**src/rtl/tqvp_spi_pkg.sv**
```systemverilog
// Register offsets, FSM encoding and register bit positions for the SPI master peripheral.
package tqvp_spi_pkg;

  localparam logic [5:0] ADDR_DATA   = 6'h00;
  localparam logic [5:0] ADDR_STATUS = 6'h04;
  localparam logic [5:0] ADDR_CONFIG = 6'h08;

  localparam int STAT_BUSY   = 0;
  localparam int STAT_DONE   = 1;
  localparam int CFG_CS_HOLD = 8;

  typedef enum logic {
    IDLE  = 1'b0,
    SHIFT = 1'b1
  } state_e;

endpackage

```
**src/rtl/tqvp_spi_master.sv**
```systemverilog
// Mode-0 MSB-first SPI master in a 64-byte peripheral slot: one byte per DATA write, 16*(div+1) cycles per transfer.
// Register reads are combinational from address; writes while busy are dropped.
module tqvp_spi_master
  import tqvp_spi_pkg::*;
#(
  parameter logic [7:0] DIV_RESET = 8'd3
) (
  input  logic        clk,
  input  logic        rst,
  input  logic [7:0]  ui_in,
  output logic [7:0]  uo_out,
  input  logic [5:0]  address,
  input  logic [31:0] data_in,
  input  logic [1:0]  data_write_n,
  input  logic [1:0]  data_read_n,
  output logic [31:0] data_out,
  output logic        data_ready,
  output logic        user_interrupt
);

  state_e      state_q, state_d;
  logic [7:0]  shreg_q, shreg_d;
  logic [7:0]  rx_q, rx_d;
  logic [7:0]  div_q, div_d;
  logic [7:0]  hcnt_q, hcnt_d;
  logic [3:0]  ecnt_q, ecnt_d;
  logic        sclk_q, sclk_d;
  logic        mosi_q, mosi_d;
  logic        done_q, done_d;
  logic        cs_hold_q, cs_hold_d;

  logic wr_en;
  logic busy;
  logic unused_ok;

  assign wr_en     = (data_write_n != 2'b11);
  assign busy      = (state_q == SHIFT);
  assign unused_ok = &{1'b0, data_read_n, data_in[31:9], ui_in[7:3], ui_in[1:0]};

  always_ff @(posedge clk) begin
    if (rst) begin
      state_q   <= IDLE;
      shreg_q   <= 8'h00;
      rx_q      <= 8'h00;
      div_q     <= DIV_RESET;
      hcnt_q    <= 8'h00;
      ecnt_q    <= 4'h0;
      sclk_q    <= 1'b0;
      mosi_q    <= 1'b0;
      done_q    <= 1'b0;
      cs_hold_q <= 1'b0;
    end else begin
      state_q   <= state_d;
      shreg_q   <= shreg_d;
      rx_q      <= rx_d;
      div_q     <= div_d;
      hcnt_q    <= hcnt_d;
      ecnt_q    <= ecnt_d;
      sclk_q    <= sclk_d;
      mosi_q    <= mosi_d;
      done_q    <= done_d;
      cs_hold_q <= cs_hold_d;
    end
  end

  always_comb begin
    state_d   = state_q;
    shreg_d   = shreg_q;
    rx_d      = rx_q;
    div_d     = div_q;
    hcnt_d    = hcnt_q;
    ecnt_d    = ecnt_q;
    sclk_d    = sclk_q;
    mosi_d    = mosi_q;
    done_d    = done_q;
    cs_hold_d = cs_hold_q;

    if (wr_en && address == ADDR_STATUS && data_in[STAT_DONE]) done_d = 1'b0;

    case (state_q)
      IDLE: begin
        if (wr_en && address == ADDR_CONFIG) begin
          div_d     = data_in[7:0];
          cs_hold_d = data_in[CFG_CS_HOLD];
        end
        if (wr_en && address == ADDR_DATA) begin
          state_d = SHIFT;
          shreg_d = data_in[7:0];
          mosi_d  = data_in[7];
          sclk_d  = 1'b0;
          hcnt_d  = 8'h00;
          ecnt_d  = 4'h0;
        end
      end
      SHIFT: begin
        if (hcnt_q == div_q) begin
          hcnt_d = 8'h00;
          ecnt_d = ecnt_q + 4'd1;
          // Rising edge pulls MISO in while the next tx bit moves up to bit 7,
          // ready for the falling edge to present it on mosi.
          if (!sclk_q) begin
            sclk_d  = 1'b1;
            shreg_d = {shreg_q[6:0], ui_in[2]};
          end else begin
            sclk_d = 1'b0;
            if (ecnt_q == 4'd15) begin
              state_d = IDLE;
              rx_d    = shreg_q;
              done_d  = 1'b1;
            end else begin
              mosi_d = shreg_q[7];
            end
          end
        end else begin
          hcnt_d = hcnt_q + 8'd1;
        end
      end
      default: state_d = IDLE;
    endcase
  end

  always_comb begin
    data_out = 32'h0;
    case (address)
      ADDR_DATA:   data_out = {24'h0, rx_q};
      ADDR_STATUS: data_out = {30'h0, done_q, busy};
      ADDR_CONFIG: data_out = {23'h0, cs_hold_q, div_q};
      default:     data_out = 32'h0;
    endcase
  end

  assign uo_out         = {2'b00, sclk_q, mosi_q, ~(busy | cs_hold_q), 3'b000};
  assign data_ready     = 1'b1;
  assign user_interrupt = done_q;

endmodule

```
**config.mk**
```make
export PLATFORM = sky130hd
export DESIGN_NAME = tqvp_spi_master
export DESIGN_NICKNAME = d
export VERILOG_FILES = /design/src/rtl/tqvp_spi_pkg.sv /design/src/rtl/tqvp_spi_master.sv
export SDC_FILE = /design/constraint.sdc
export NUM_CORES = 1
export LEC_CHECK = 0
export CORE_UTILIZATION = 45
export CTS_CLUSTER_SIZE = 16
export DETAILED_ROUTE_END_ITERATION = 10
export PLACE_DENSITY = 0.93
export SETUP_SLACK_MARGIN = 0.2
export SYNTH_ARGS = -nofsm -noshare
export SYNTH_HDL_FRONTEND = slang
export SYNTH_SLANG_ARGS = --single-unit
export TNS_END_PERCENT = 100
```
**constraint.sdc**
```tcl
create_clock -name clk -period 5 [get_ports clk]
set_input_delay 1.5 -clock clk [delete_from_list [all_inputs] [get_ports clk]]
set_output_delay 1.5 -clock clk [all_outputs]
set_load 0.01 [all_outputs]
```
# Word level (Yosys, flattened, before mapping)
# Cells that the tools add are included.
# word_totals
word_cells,65
mem_count,0
mem_bits_ro,0
out_inout_bits,42
latchBits,0
ramBits,0
in_bits,52
regBits,41
# op_classes
mux,30
n_div,0
add_sub_neg,2
order_cmp,0
n_reduce_logical,10
shift,0
multipliers,0
n_bitwise,3
eq_ne,10
# ops
op,n
$mux 8,5
$pmux 8 s2,2
$pmux 9 s3,1
$mux 1,16
$add 8x1->8 const B,1
$eq 8x8->1,1
$mux 4,2
$ne 2x2->1 const B,4
$pmux 4 s2,1
$reduce_and 4->1,2
$eq 6x3->1 const B,1
$eq 6x4->1 const B,1
$logic_not 6->1,1
$pmux 1 s2,3
$add 4x1->4 const B,1
$eq 4x4->1 const B,1
$logic_and 1x1->1,4
$ne 2x1->1 const B,2
$reduce_and 2->1,2
$reduce_and 3->1,1
$not 1->1,2
$or 1x1->1,1

# Logic depth before layout (Yosys ltp)
# depth
ltp_word,8
mapped_depth,7
mapped_depth_nobuf,6

# Worst setup path after synthesis
# No wires, ideal clock.
# synth_path
path_type,input to output
start,in address[1]
end,out data_out[4]
slack_ns,0.745
cell_stages,5
t_required_ns,3.500
t_arrival_ns,2.755
path_cell_list,nor4_1 > and2_0 > clkbuf_1 > buf_2 > a22o_1
# synth_between
elab_chain_cells,2
word_cells_on_any_way,4
classes_between,eq/ne: 2; mux: 1; reduce/logical: 1
# synth_lines
item,line,rtl
start: declaration,tqvp_spi_master.sv:12,"input logic [5:0] address,"
$eq 6x4->1 (tied with other cells),tqvp_spi_master.sv:124,case (address)
$pmux 9 s3 (*),tqvp_spi_master.sv:124,
end: declaration,tqvp_spi_master.sv:16,"output logic [31:0] data_out,"
# Mark *: on every way between the ends. The rest lies on a longest branch, timed or not.

# Worst setup path after layout
# layout_path
start,in address[1]
end,out data_out[5]
# Same word-level chain as after synthesis.

==> summary.md <==
| Metric | Value |
|---|---|
| Syn Inst Count | `roughly 280` |
| Max-Slew Margin vs Limit | `between 50 and 60%` |
| Die Footprint | `around 5600 um2` |
| Slew Viols, Final | `0` |
| Ys Warns | `0` |
| All-layer global routing usage | `between 20% and 30%` |
| Design Power | `approximately 0.60 mW` |
| Core area | `~5000 um2` |
| Leakage power | `approximately 1.1 nW` |
| Post-synthesis sequential area ratio | `between 30% and 40%` |
| Hold Path Class | `reg2reg` |
| Routed WL | `slightly above 5000 um` |
| Largest stage delay on the critical path | `about 0.57 ns` |
| Total CTS buffers | `5` |
| CP max FO | `4` |
| Worst skew pair latency | `0.29 ns` |
| RSZ-0062 raised after global routing | `true` |
| Critical-path top delay cell | `or4_4` |
| Crit path kind | `in2out` |
| Top post-synthesis cells by count | `dfxtp_1, buf_4, nor2_1` |
| Critical Path RT | `3.50 ns` |
| DRC viols | `0` |
| Pre-CTS setup slack | `0.0102 ns` |
| Combinational Power Share | `approximately a tenth` |
| Nets | `370` |
| Multi-input gate area | `~1400 um2` |
| Crit path launch type | `primary input` |
| Asr flop ratio synth | `0%` |
| Cts hold-fix bufs | `0` |
| PwrDens | `between 200 and 250 nW/um2` |
| Status | `complete, no violations` |
| Data arrival time of the worst path | `3.27 ns` |
| Clock Tree Buf Depth | `2` |
| Sw frac | `24.6%` |
| Worst vdd ir | `just under 0.0002 V` |
| Worst path cell trace | `clkdlybuf4s50_1, or4_4, nor3_2, buf_4, buf_4, buf_4, a22o_1, clkbuf_2` |
| R2R Setup Slk | `around 2.7 ns` |
| Antenna violations before repair | `0` |
| Final cycle utilization of the critical path | `a little over nine tenths` |
| Global route overflow | `0` |
| Clk_skew | `between 0.003 and 0.004 ns` |
| Max-Cap Viols | `0` |
| Wire per inst | `~13 um` |
| Clock network power share | `roughly a third` |
| CP endpoint kind | `output pin` |
| Fillers | `452` |
| DRT Pass-1 Iters | `4` |
| Vias per cell | `5.26` |
| First-pass GRT wire length | `8620 um` |
| Post-Place Cells | `about 380` |
| Post-synth top area cell | `dfxtp_1` |
| CTS tree | `done` |
| Area contributors post-synth | `dfxtp_1, buf_4, mux2i_1, nor2_1, nand2_1` |
| Hold slack | `0.473 ns` |
| Initial core utilization | `46.9%` |
| Layout cell share with drive strength beyond 1 | `a little over an eighth` |
| Setup TNS | `0 ns` |
| Detailed Place HPWL | `roughly 3700 um` |
| PnR worst setup slack | `0.232 ns` |
| Vias | `2035` |
| Antenna diodes | `0` |
| Yosys reg bits | `between 40 and 50` |
| Fmax | `around 0.21 GHz` |
| Avg Inst Size Synth | `approximately 8.6 um2` |
| Final design area excluding fillers | `2810 um2` |
| Yosys top cell area share | `approximately 34%` |
| Via count of the first global-routing pass | `just under 2000` |
| Placement Cell Area | `approximately 2700 um2` |
| Final setup viols | `0` |
| Worst-path clk slew | `~0.080 ns` |
| Port Buffers | `32` |
| Final hold violation count | `0` |
| Detail Route Antenna Nets | `0` |
| Top-count cell post-synth | `dfxtp_1` |
| Io pins | `94` |
| Non-Filler Instances | `387` |
| Clk sinks | `between 40 and 50` |
| P_int | `approximately 0.45 mW` |
| Pin count of the biggest net entering global routing | `27` |
| Worst Tran Pin Value | `~0.64 ns` |
| Ys flop type | `dfxtp_1` |
| CP dominant cell by count | `buf_4` |
| Die height | `75.0 um` |
| EDFF count, synth | `0` |
| Register Area | `around 820 um2` |
| Area Overhead vs Synth | `17.1%` |
| P_sw | `roughly 0.15 mW` |
| Reg power frac | `around 55%` |
| DIE WIDTH | `between 70 and 80 um` |
| DR iter-0 viols | `83` |
| RePlAce Congestion | `~0.9` |
| Mapped Area | `between 2000 and 2500 um2` |
| Root buffer cell | `clkbuf_8` |
| Fin crit period | `4.77 ns` |
| Distinct cell type count after synthesis | `47` |
| Row count | `26` |
| Util after Layout | `between 50% and 60%` |
| CTS HTree Levels | `2` |
==> metal layers <==
metal | up-vias | global-route usage [%] | routed length (um) | share of wire (%)
met4 | 0 | 11.1 | 146 | 2.8
met3 | 17 | 4.55 | 297 | 5.8
met5 | - | 0 | 0 | 0
li1 | 978 | - | - | -
met2 | 91 | 36.0 | 2680 | 52
met1 | 949 | 22.8 | 2030 | 39
==> worst max-delay path: cells and delay by family <==
kind                   cells  cell delay [ns]
AND/OR/NAND/NOR            2             0.68
buffers and inverters      5             0.95
AO/OA/AOI/OAI              1             0.14
==> area by class of cell <==
| class | instances | area share, % |
|---|---|---|
| multi-input cells | 218 | 49.0 |
| flip-flops and latches | 41 | 29.3 |
| repair buffers | 47 | 15.3 |
| well taps | 70 | 3.12 |
| clock buffers | 6 | 2.59 |
| inverters | 3 | 0.401 |
| clock inverters | 2 | 0.357 |
==> power by group through the flow <==
| stage | clock network, mW | logic (mW) | registers (mW) |
|---|---|---|---|
| CTS | 0.214 | 0.0557 | 0.328 |
| finish | 0.210 | 0.0576 | 0.328 |
| global route | 0.229 | 0.0642 | 0.329 |
| detailed placement | 0 | 0.0550 | 0.336 |
| global placement | 0 | 0.0538 | 0.336 |
| floorplan | 0 | 0.0486 | 0.336 |
==> timing repair <==
action	4_1_cts	5_1_grt
pin swaps	0	0
gates resized for setup	6	9
setup buffers	4	0
endpoints found under the setup margin	6	8
==> logic make-up after synthesis <==
family,after synthesis,share of synthesized area (%)
XOR/XNOR,10,3.66
other,2,0.313
AO/OA/AOI/OAI,39,11.3
multiplexers,29,13.4
flip-flops,41,34.3
adder cells (fa/ha/maj),2,1.04
AND/OR/NAND/NOR,109,22.5
buffers and inverters,47,13.5
==> path summary, 6_finish.rpt <==
kind	startpoint	to	depth (start not counted)
max	address[1]	data_out[5]	8
min	mosi_q$_SDFFE_PP0P_	mosi_q$_SDFFE_PP0P_	2
max reg2reg	busy$_SDFF_PP0_	shreg_q[1]$_SDFFE_PP0P_	5
min reg2reg	mosi_q$_SDFFE_PP0P_	mosi_q$_SDFFE_PP0P_	2
==> registers in the layout (all words and copies together), names as in the netlist <==
name and cells:
ecnt_q 4, shreg_q 8, mosi_q 1, sclk_q 1, busy 1, cs_hold_q 1
rx_q 8, hcnt_q 8, user_interrupt 1, div_q 8
==> cell usage in the layout, fill, tap and decap left out, types with 3 or more instances in the layout <==
cell | Yosys | routed
nand2_1 | 25 | 25
clkbuf_8 | 0 | 5
a22o_1 | 7 | 7
inv_1 | 3 | 3
nor3_1 | 4 | 3
nand4_1 | 3 | 3
and2b_1 | 4 | 4
dfxtp_1 | 41 | 41
clkdlybuf4s50_1 | 0 | 24
a21oi_1 | 17 | 17
nor2b_1 | 8 | 8
nand2b_1 | 3 | 3
conb_1 | 2 | 29
nand3_1 | 18 | 18
buf_4 | 31 | 15
mux2_4 | 5 | 5
o21ai_0 | 3 | 3
xor2_1 | 5 | 5
nand3b_1 | 3 | 3
mux2_2 | 5 | 5
dlygate4sd2_1 | 0 | 3
nor2_1 | 29 | 29
mux2i_1 | 19 | 19
xnor2_1 | 5 | 5
Power figures use the tool's default switching activity.
